==> config.mk <==
export PLATFORM = sky130hd
export DESIGN_NAME = fetch_pc_stage
export DESIGN_NICKNAME = d
export VERILOG_FILES = /design/src/rtl/fetch_pc_stage.sv
export SDC_FILE = /design/constraint.sdc
export NUM_CORES = 1
export LEC_CHECK = 0
export ABC_AREA = 1
export BUFFER_PORTS_ARGS = -buffer_cell sky130_fd_sc_hd__buf_4
export CAP_MARGIN = 10
export CORE_AREA = 10 10 174 95
export DETAILED_ROUTE_END_ITERATION = 10
export DIE_AREA = 0 0 184 105
export PLACE_DENSITY_LB_ADDON = 0.2
export SETUP_SLACK_MARGIN = 0.02
export SLEW_MARGIN = 20
export SYNTH_ARGS = -nofsm -noshare
export SYNTH_HDL_FRONTEND = slang
export SYNTH_SLANG_ARGS = --single-unit
export TNS_END_PERCENT = 30
==> constraint.sdc <==
create_clock -name clk -period 1.89 [get_ports clk]
set_clock_uncertainty 0.1 [all_clocks]
set_input_delay 0.2835 -clock clk [delete_from_list [all_inputs] [get_ports clk]]
set_output_delay 0.2835 -clock clk [all_outputs]
set_load 0.005 [all_outputs]
==> src/rtl/fetch_pc_stage.sv <==
// Instruction-fetch stage: owns the PC, drives the instruction-memory address and pairs returned words with their PC.
// Optional FETCH_PERF_CNT_EN adds fetch/bubble performance counters.
module fetch_pc_stage #(
    parameter int                ADDR_W   = 32,
    parameter logic [ADDR_W-1:0] RESET_PC = '0,
    parameter logic [ADDR_W-1:0] PC_STEP  = ADDR_W'(4)
) (
    input  logic              clk,
    input  logic              rst,
    input  logic              stall_i,
    input  logic              branch_taken_i,
    input  logic [ADDR_W-1:0] branch_target_i,
    output logic [ADDR_W-1:0] imem_addr_o,
    input  logic [31:0]       imem_rdata_i,
    output logic [31:0]       instr_o,
    output logic [ADDR_W-1:0] pc_o,
`ifdef FETCH_PERF_CNT_EN
    output logic [31:0]       fetch_cnt_o,
    output logic [31:0]       bubble_cnt_o,
`endif
    output logic              instr_valid_o
);

    typedef enum logic [1:0] {
        BOOT = 2'd0,
        RUN  = 2'd1,
        HOLD = 2'd2
    } state_t;

    state_t            state;
    state_t            state_nxt;
    logic [ADDR_W-1:0] fetch_pc;
    logic [ADDR_W-1:0] infl_pc;
    logic              infl_v;

    // The memory re-samples infl_pc on every stall edge, so when the stall drops
    // its rdata already belongs to infl_pc and fetch can move on to fetch_pc.
    always_comb begin
        imem_addr_o = fetch_pc;
        if (branch_taken_i) begin
            imem_addr_o = branch_target_i;
        end else if (stall_i) begin
            imem_addr_o = infl_pc;
        end
    end

    always_comb begin
        state_nxt = state;
        if (branch_taken_i) begin
            state_nxt = RUN;
        end else if (stall_i) begin
            state_nxt = (state == BOOT) ? BOOT : HOLD;
        end else begin
            state_nxt = RUN;
        end
    end

    always_ff @(posedge clk) begin
        if (rst) begin
            state <= BOOT;
        end else begin
            state <= state_nxt;
        end
    end

    always_ff @(posedge clk) begin
        if (rst) begin
            fetch_pc      <= RESET_PC;
            infl_pc       <= '0;
            infl_v        <= 1'b0;
            instr_o       <= '0;
            pc_o          <= '0;
            instr_valid_o <= 1'b0;
        end else if (branch_taken_i) begin
            // Flush the wrong-path word; instr_o/pc_o keep their last values.
            infl_pc       <= branch_target_i;
            infl_v        <= 1'b1;
            fetch_pc      <= branch_target_i + PC_STEP;
            instr_valid_o <= 1'b0;
        end else if (!stall_i) begin
            instr_o       <= imem_rdata_i;
            pc_o          <= infl_pc;
            instr_valid_o <= infl_v;
            infl_pc       <= imem_addr_o;
            infl_v        <= 1'b1;
            fetch_pc      <= imem_addr_o + PC_STEP;
        end
    end

`ifdef FETCH_PERF_CNT_EN
    always_ff @(posedge clk) begin
        if (rst) begin
            fetch_cnt_o  <= '0;
            bubble_cnt_o <= '0;
        end else if (branch_taken_i || stall_i) begin
            bubble_cnt_o <= bubble_cnt_o + 32'd1;
        end else if (infl_v) begin
            fetch_cnt_o <= fetch_cnt_o + 32'd1;
        end
    end
`endif

endmodule

==> out/metrics.yaml <==
status:
  outcome: "finished clean"
critical_path:
  cp_max_fo: 15
  path_class: "input pin to output pin"
  cp-start-kind: "input pin"
  required_ps: 1510
  arrival_ps: 1420
  crit_path_end_kind: "output pin"
clock_network:
  cts_sinks: 128
  cts_made_buffers: 17
  cts_tree: "built"
  htreeDepth: 4
  clockBufferDepth: 2
  clk_pin_slew_worst_paths_ps: 60
  clkLatencyLatePin_ps: 420
  root_buffer: "clkbuf_16"
placed_design:
  port_buffers: 164
  dpl_cell_area_um2: 7800
  gp_congestion: 0.883
  hpwlAfterDp_um: 13500
  dp_cells: 1214
drt:
  ant_nets: 0
  drt_iter0_markers: 419
  wl_um: 19200
  first_pass_iters: 5
  routed-via-count: 6223
  drc_errors: 0
  wire_per_inst_um: 15.1
  vias_per_cell: 4.88
yosys:
  synthMuxAreaShare_pct: 0.168
  syn_avg_cell_area_um2: 7.01
  async_reset_ff_share_pct: 0
  synth_area_um2: 5940
  synth-compound-area-share_pct: 10.5
  synth_fa_ha_area_share_pct: 0.211
  ys_types: 28
  syn_inst: 847
  synth_edf_count: 0
  synth_xor_xnor_area_share_pct: 1.92
  ys_seq_elements: 128
  synthSimpleGateAreaFrac_pct: 35.8
  ys_seq_area_share_pct: 43.1
  ys_warn_count: 0
  synth_top_family_by_area: "simple AND/OR/NAND/NOR gates"
  synthFlopType: "dfxtp_1"
  synth_fp_nets: 916
final_layout:
  drive_above_1_share_pct: 30.5
  fillCellCount: 1174
  fin_area_um2: 8700
  num_antenna_cells: 0
  final_nets: 1154
  syn2layout_area_growth_pct: 46.5
  fin_cells: 1274
  final-seq-area_um2: 2560
  fin_util_pct: 65.1
  multi_input_area_um2: 2930
power_and_ir_drop:
  powerDensity_nw_per_um2: 873
  power.total_uw: 7600
  irDropWorstVdd_v: 0.000455
  leakage_uw: 0.00445
flow_run:
  maxCapViolations: 0
die:
  start_util_pct: 44.5
  core_um2: 13400
  die_w_um: 184
  ios: 165
  rows: 30
  die-area_um2: 19300
  die_y_um: 105
grt:
  grt.total_usage_pct: 19.4
  antenna_found_initial: 0
  grt-ovfl-total: 0
  grt_pass1_wl_um: 30900
  grt_pass1_vias: 6131
  grt_start_max_net_pins: 77
sta:
  period_minus_slack_ps: 1810
  finalCritPeriodShare_pct: 95.6
  max_freq_mhz: 553
  slew_headroom_pct: 71.8
  hold_violations: 0
  hold_ws_ps: 5.22
  setup_viol: 0
  grt_setup_unrepaired: "yes"
  tightest_slew_ps: 419
  drv_slew: 0
min_path:
  hold_class: "input pin to flop"
==> path summary, 6_finish.rpt <==
check	from	end	slack (ps)	depth (start not counted)
hold / removal	imem_rdata_i[9]	instr_o[9]	5	3
hold reg to reg	fetch_pc[1]	pc_o[1]	370	2
setup / recovery	stall_i	imem_addr_o[31]	80	9
setup reg to reg	infl_pc[4]	fetch_pc[15]	120	9
==> final cells by class <==
cell class              instances  area share, %
multi-input cells             604           33.7
flip-flops and latches        128           29.4
repair buffers                264           24.3
clock buffers                  20           5.25
inverters                      70           3.02
well taps                     176           2.53
clock inverters                12           1.83
==> sequential cells by signal, summed over array words and instances, names as in the netlist <==
name           flops
instr_valid_o      1
instr_o           32
infl_pc           30
pc_o              32
infl_v             1
fetch_pc          32
==> cell families after synthesis <==
kind of cell | after synthesis
adder cells (fa/ha/maj) | 1
buffers and inverters | 115
AND/OR/NAND/NOR | 469
AO/OA/AOI/OAI | 120
flip-flops | 128
XOR/XNOR | 13
multiplexers | 1
==> report_power, final <==
| group | switching (µW) | leakage, µW | total, µW | internal (µW) |
|---|---|---|---|---|
| clock network | 1290 | 0.000297 | 3450 | 2150 |
| logic | 591 | 0.00310 | 1180 | 592 |
| registers | 93.2 | 0.00106 | 2970 | 2870 |
==> synthesized netlist by cell type, drive strengths merged (2+ instances only) <==
cell type,n,area (µm²)
a21boi,7,52.6
a21oi,25,125
nand3,76,526
nand2,212,841
dfxtp,128,2560
xor2,6,52.6
inv,69,259
o21bai,2,15.0
buf,13,106
clkbuf,32,120
nor2,179,752
o21ai,86,430
xnor2,7,61.3
==> stage by stage <==
step	worst slack [ps]	setup TNS, ps
floorplan	-10.9	-14.4
global placement	-162	-2310
detailed placement	-205	-3420
CTS	78.8	0
global route	1.72	0
finish	83.0	0
==> timing repair <==
action,4_1_cts,5_1_grt
hold endpoints to repair,27,0
pin swaps,0,1
gates cloned,0,0
gates resized for setup,2,1
setup endpoints to repair,1,3
hold buffers,27,0
buffers inserted,0,1
==> worst max-delay path: stages <==
cell     delay (ps)
buf_4           130
nor2_4          160
buf_4           260
buf_4           190
nand2_1          50
nand2_1          70
inv_1            50
nand2_1          80
buf_4           120
==> per-layer routing <==
layer | wire length (µm) | track usage, %
met5 | 0 | 0
met4 | 143 | 4.48
met3 | 1490 | 6.74
met2 | 8660 | 31.0
met1 | 8920 | 24.5
==> cell usage in the layout, fill, tap and decap left out, types with 11 or more instances in the layout <==
cell type and count:
nor2_4 11, nand3_2 25, nor2_1 163, clkbuf_16 17, nand3_1 49, o21ai_0 86, buf_4 232, dlygate4sd3_1 27
nand2_2 16, nand2_1 194, a21oi_1 25, inv_1 64, dfxtp_1 128
(Power assumes the default switching activity.)
